File: src/rtl/uart_pkg.sv
// Shared UART definitions: parity modes, receiver state encoding, default oversampling.
package uart_pkg;

    localparam int OVERSAMPLE_DEF = 16;

    localparam logic [1:0] PAR_NONE = 2'b00;
    localparam logic [1:0] PAR_EVEN = 2'b01;
    localparam logic [1:0] PAR_ODD  = 2'b10;

    typedef enum logic [6:0] {
        S_IDLE      = 7'b000_0001,
        S_START     = 7'b000_0010,
        S_DATA      = 7'b000_0100,
        S_PARITY    = 7'b000_1000,
        S_STOP1     = 7'b001_0000,
        S_STOP2     = 7'b010_0000,
        S_LINE_WAIT = 7'b100_0000
    } rx_state_t;

endpackage

File: src/rtl/uart_rx_sync.sv
// Multi-flop synchroniser for an asynchronous single-bit input; resets to 1 (idle line).
module uart_rx_sync #(
    parameter int NB_SYNC = 2
) (
    input  logic clock,
    input  logic reset,
    input  logic din,
    output logic dout
);

    logic [NB_SYNC-1:0] sync_q;

    always_ff @(posedge clock or posedge reset) begin
        if (reset) begin
            sync_q <= '1;
        end else begin
            sync_q <= {sync_q[NB_SYNC-2:0], din};
        end
    end

    assign dout = sync_q[NB_SYNC-1];

endmodule

File: src/rtl/uart_rx_cfg.sv
// Configurable UART receiver: NB_DATA bits, runtime parity, 1/2 stop bits, break detect.
// Results are registered one cycle after the final stop sample; there is no backpressure.
module uart_rx_cfg
    import uart_pkg::*;
#(
    parameter int NB_DATA    = 8,
    parameter int OVERSAMPLE = OVERSAMPLE_DEF,
    parameter int NB_SYNC    = 2
) (
    input  logic               i_clock,
    input  logic               i_reset,
    input  logic               i_rx,
    input  logic               i_tick,
    input  logic [1:0]         i_parity_mode,
    input  logic               i_two_stop,
    output logic [NB_DATA-1:0] o_rx_data,
    output logic               o_rx_done,
    output logic               o_parity_err,
    output logic               o_frame_err,
    output logic               o_break
);

    localparam int CW = $clog2(OVERSAMPLE);
    localparam int BW = $clog2(NB_DATA + 1);

    logic               rx_s;
    rx_state_t          state, state_next;
    logic [CW-1:0]      tick_cnt;
    logic [BW-1:0]      bit_cnt;
    logic [NB_DATA-1:0] shreg;
    logic               par_en, par_odd, two_stop_q, par_bit;
    logic               sample, mid_sample, last_bit;
    logic               frame_end, frame_bad, brk;

    uart_rx_sync #(.NB_SYNC(NB_SYNC)) u_sync (
        .clock (i_clock),
        .reset (i_reset),
        .din   (i_rx),
        .dout  (rx_s)
    );

    assign sample     = i_tick && (tick_cnt == CW'(OVERSAMPLE - 1));
    assign mid_sample = i_tick && (tick_cnt == CW'(OVERSAMPLE / 2 - 1));
    assign last_bit   = (bit_cnt == BW'(NB_DATA - 1));
    // A break can only finish in STOP1: a high STOP1 sample already rules it out.
    assign brk        = (state == S_STOP1) && !rx_s && (shreg == '0) && !(par_en && par_bit);

    always_ff @(posedge i_clock or posedge i_reset) begin
        if (i_reset) begin
            state <= S_IDLE;
        end else begin
            state <= state_next;
        end
    end

    always_comb begin
        state_next = state;
        frame_end  = 1'b0;
        frame_bad  = 1'b0;
        case (state)
            S_IDLE: begin
                if (!rx_s) state_next = S_START;
            end
            S_START: begin
                if (mid_sample) state_next = rx_s ? S_IDLE : S_DATA;
            end
            S_DATA: begin
                if (sample && last_bit) state_next = par_en ? S_PARITY : S_STOP1;
            end
            S_PARITY: begin
                if (sample) state_next = S_STOP1;
            end
            S_STOP1: begin
                if (sample) begin
                    if (two_stop_q && rx_s) begin
                        state_next = S_STOP2;
                    end else begin
                        frame_end  = 1'b1;
                        frame_bad  = !rx_s;
                        state_next = rx_s ? S_IDLE : S_LINE_WAIT;
                    end
                end
            end
            S_STOP2: begin
                if (sample) begin
                    frame_end  = 1'b1;
                    frame_bad  = !rx_s;
                    state_next = rx_s ? S_IDLE : S_LINE_WAIT;
                end
            end
            S_LINE_WAIT: begin
                if (rx_s) state_next = S_IDLE;
            end
            default: state_next = S_IDLE;
        endcase
    end

    always_ff @(posedge i_clock or posedge i_reset) begin
        if (i_reset) begin
            tick_cnt   <= '0;
            bit_cnt    <= '0;
            shreg      <= '0;
            par_en     <= 1'b0;
            par_odd    <= 1'b0;
            two_stop_q <= 1'b0;
            par_bit    <= 1'b0;
        end else begin
            if (state_next != state) begin
                tick_cnt <= '0;
            end else if (i_tick) begin
                tick_cnt <= (tick_cnt == CW'(OVERSAMPLE - 1)) ? '0 : tick_cnt + CW'(1);
            end

            if (state != S_DATA) begin
                bit_cnt <= '0;
            end else if (sample) begin
                bit_cnt <= bit_cnt + BW'(1);
            end

            // Mode is frozen at the start edge so mid-frame changes cannot corrupt a frame.
            if (state == S_IDLE && !rx_s) begin
                par_en     <= (i_parity_mode == PAR_EVEN) || (i_parity_mode == PAR_ODD);
                par_odd    <= (i_parity_mode == PAR_ODD);
                two_stop_q <= i_two_stop;
                par_bit    <= 1'b0;
            end

            if (state == S_DATA && sample) begin
                shreg <= {rx_s, shreg[NB_DATA-1:1]};
            end

            if (state == S_PARITY && sample) begin
                par_bit <= rx_s;
            end
        end
    end

    always_ff @(posedge i_clock or posedge i_reset) begin
        if (i_reset) begin
            o_rx_done    <= 1'b0;
            o_rx_data    <= '0;
            o_parity_err <= 1'b0;
            o_frame_err  <= 1'b0;
            o_break      <= 1'b0;
        end else begin
            o_rx_done <= frame_end;
            if (frame_end) begin
                o_rx_data    <= shreg;
                o_parity_err <= par_en && ((^shreg) ^ par_bit ^ par_odd);
                o_frame_err  <= frame_bad;
                o_break      <= brk;
            end
        end
    end

endmodule

File: config.mk
export PLATFORM = sky130hd
export DESIGN_NAME = uart_rx_cfg
export DESIGN_NICKNAME = d
export VERILOG_FILES = /design/src/rtl/uart_pkg.sv /design/src/rtl/uart_rx_sync.sv /design/src/rtl/uart_rx_cfg.sv
export SDC_FILE = /design/constraint.sdc
export NUM_CORES = 1
export LEC_CHECK = 0
export ABC_CLOCK_PERIOD_IN_PS = 2300
export CAP_MARGIN = 30
export CORE_MARGIN = 2
export CORE_UTILIZATION = 30
export CTS_CLUSTER_DIAMETER = 30
export CTS_CLUSTER_SIZE = 10
export DETAILED_ROUTE_END_ITERATION = 8
export SYNTH_ARGS = -nofsm -noshare
export SYNTH_HDL_FRONTEND = slang
export SYNTH_SLANG_ARGS = --single-unit
File: constraint.sdc
create_clock -name i_clock -period 2.3 [get_ports i_clock]
set_clock_uncertainty 0.1 [all_clocks]
set_input_delay 0.23 -clock i_clock [delete_from_list [all_inputs] [get_ports i_clock]]
set_output_delay 0.23 -clock i_clock [all_outputs]
set_load 0.05 [all_outputs]
==> qor.yml <==
wl_mm: 4.337
power.density_nw_per_um2: 632.7
fin_nets: 246
via_per_inst: 4.801
drc: 0
synth_nets: 220
setup_viol: 0
track_usage: 0.1143
finalWorstSetupSlack_ns: 0.2536
synth_ff_type: "dfrtp_1"
grt_pass1_wl_mm: 7.583
regArea_sq_um: 1030
cp.required_ns: 2.37
relSlewSlack: 0.6538
drive_gt1_frac: 0.1416
post_cts_buffers: 0
synth.distinct_cells: 55
r2r-start: "state[0]"
arrival_ns: 2.11
cts_tree: "built"
drt-initial-drc-count: 123
fmax_mhz: 488.7
syn_avg_cell_area_sq_um: 10.90
antenna_left: 0
syn2layout_area_growth_pct: 19.01
synth_top_cell_by_area: "dfrtp_1"
numPortBuffers: 18
post_cts_resized: 0
whs_path_depth: 1
cp-start-kind: "register"
die-area_sq_um: 8190
start_util: 0.3095
path_class: "reg2reg"
core_sq_um: 7253
r2r_cells: 4
tns_ns: 0
grt-ovfl-total: 0
die_h_um: 90.50
ys_seq_area_frac: 0.4588
r2r_setup_slack_ns: 0.25
cts-hold-fix-buffers: 0
root_buffer: "clkbuf_8"
die_w_um: 90.50
numCtsBuffers: 5
clock_latency_ns: 0.29
rsz0062_at_grt: "false"
fin_area_sq_um: 2671
min_to: "u_sync.sync_q[0]"
report.final.slew_viol_count: 0
grt_max_degree: 42
antenna_cells: 0
ir_drop_uv: 283.4
synth_area_sq_um: 2245
finalHoldViolCount: 0
antenna_found_initial: 0
hpwlAfterDp_mm: 3.155
multi_input_area_sq_um: 1101
fin_util: 0.3683
vias: 1594
synthTopCellsByArea: "dfrtp_1 (42%), mux2_4 (5.4%), mux2i_1 (4.5%), ha_1 (3.9%), dfstp_2 (3.5%)"
first_pass_iters: 4
post-route-period-util: 0.8897
cts.htree.levels: 2
place_ws_ns: 0.2043
cts_sinks: 41
worstPathMaxFanout: 11
worst_pin_slew_ns: 0.5193
ios: 19
cp-end-kind: "register"
postPlaceCellArea_sq_um: 2590
clk_pin_slew_ns: 0.08
reg2reg_to: "o_rx_data[1]"
yosysWarnings: 0
synth_edf_count: 0
p_leak_nw: 1.173
status: "finished clean"
wl_per_cell_um: 13.06
final.fill_count: 729
min_path_type: "in2reg"
ys_ff_latch: 41
maxCapViolCount: 0
synth_top_area_share: 0.4236
synthCells: 206
holdCritStartpoint: "i_rx"
core.rowCount: 31
fin_crit_ns: 2.046
cts.path.max_buffers: 2
grt_pass1_vias: 1606
synthArstFlopShare: 1.000
gp_congestion: 0.8351
worst max path at each step:
stage / from / end / slack (ns) / cells past startpoint
finish: state[0] / o_rx_data[1] / 0.25 / 4
global route: tick_cnt[0] / shreg[2] / 0.13 / 6
CTS: state[0] / o_rx_data[1] / 0.24 / 4
detailed placement: i_tick / state[5] / 0.20 / 6
global placement: i_tick / o_rx_data[1] / 0.24 / 5
floorplan: tick_cnt[0] / o_break / 0.32 / 5
critical path, stage by stage (launching register included):
cell,delay [ns]
dfstp_2,0.43
or4_4,0.58
nor4_4,0.29
buf_12,0.19
mux2_1,0.32
kinds of logic (layout without fill, tap and decap cells):
family,count (synthesis),count (layout),synth area share
fa+ha+maj,7,7,0.03902
buf+inv,27,54,0.05072
xor+xnor,10,10,0.04515
simple gates,64,64,0.1823
compound gates,35,35,0.1059
flops,41,41,0.4588
mux,22,22,0.1182
sequential cells by signal, summed over array words and instances (netlist names):
name and cells:
o_rx_done 1, state 7, o_break 1, par_odd 1
o_parity_err 1, par_bit 1, u_sync.sync_q 2, two_stop_q 1
o_frame_err 1, shreg 8, o_rx_data 8, tick_cnt 4
bit_cnt 4, par_en 1
layout by cell type (no fill, tap or decap), types with 4 or more instances in the layout:
cell type	netlist	routed
dfrtp_1	38	38
clkdlybuf4s50_1	0	18
inv_1	17	17
nand2_1	15	15
nor2_1	13	13
a21oi_1	10	10
mux2i_1	10	10
buf_4	0	9
mux2_4	8	8
ha_1	7	7
nor2b_1	6	6
nand3_1	6	6
xnor2_1	6	6
clkbuf_8	0	5
mux2_1	4	4
synthesized netlist by cell type (all sizes together), types with 2 or more instances:
cell type / instances
ha: 7
nor2b: 6
dfstp: 3
a2111oi: 2
nand3: 6
and3: 2
o22ai: 2
inv: 17
a21oi: 10
nor2: 13
nand2: 15
nor4: 5
o21ai: 5
nor3: 2
or4: 2
mux2: 12
buf: 8
dfrtp: 38
xnor2: 6
mux2i: 10
nor3b: 2
a31oi: 2
o211ai: 2
nand2b: 2
nand4: 2
xor2: 3
layer usage:
layer | routed length, um | vias up | GRT usage | share of wire
li1 | - | 789 | - | -
met1 | 2101 | 753 | 0.1607 | 0.48
met2 | 1914 | 44 | 0.1698 | 0.44
met3 | 234 | 8 | 0.02421 | 0.054
met4 | 87 | 0 | 0.04872 | 0.020
met5 | 0 | - | 0 | 0
per-stage QoR:
stage                     total power, W  cells  hold slack [ns]
after floorplan                 0.001160    206           0.1345
after global placement          0.001249    324           0.2478
after detailed placement        0.001254    324           0.2522
after CTS                       0.001714    332           0.2378
after global routing            0.001796    332           0.2412
final                           0.001690    332           0.2487
final cells by class:
cell class | instances | share of cell area
timing repair buffer | 28 | 0.1002
sequential | 41 | 0.3855
inverter | 18 | 0.02529
tap | 99 | 0.04637
clock inverter | 1 | 0.001874
multi-input combinational | 138 | 0.4122
clock buffer | 7 | 0.02857
report_power, final:
group / leakage [nW] / switching [W] / total [W] / internal, W
Sequential: 0.508 / 0.0000768 / 0.000861 / 0.000784
Clock: 0.0422 / 0.000236 / 0.000449 / 0.000213
Combinational: 0.623 / 0.000201 / 0.000380 / 0.000179
Total: 1.17 / 0.000514 / 0.00169 / 0.00118
Power figures use the tool's default switching activity.
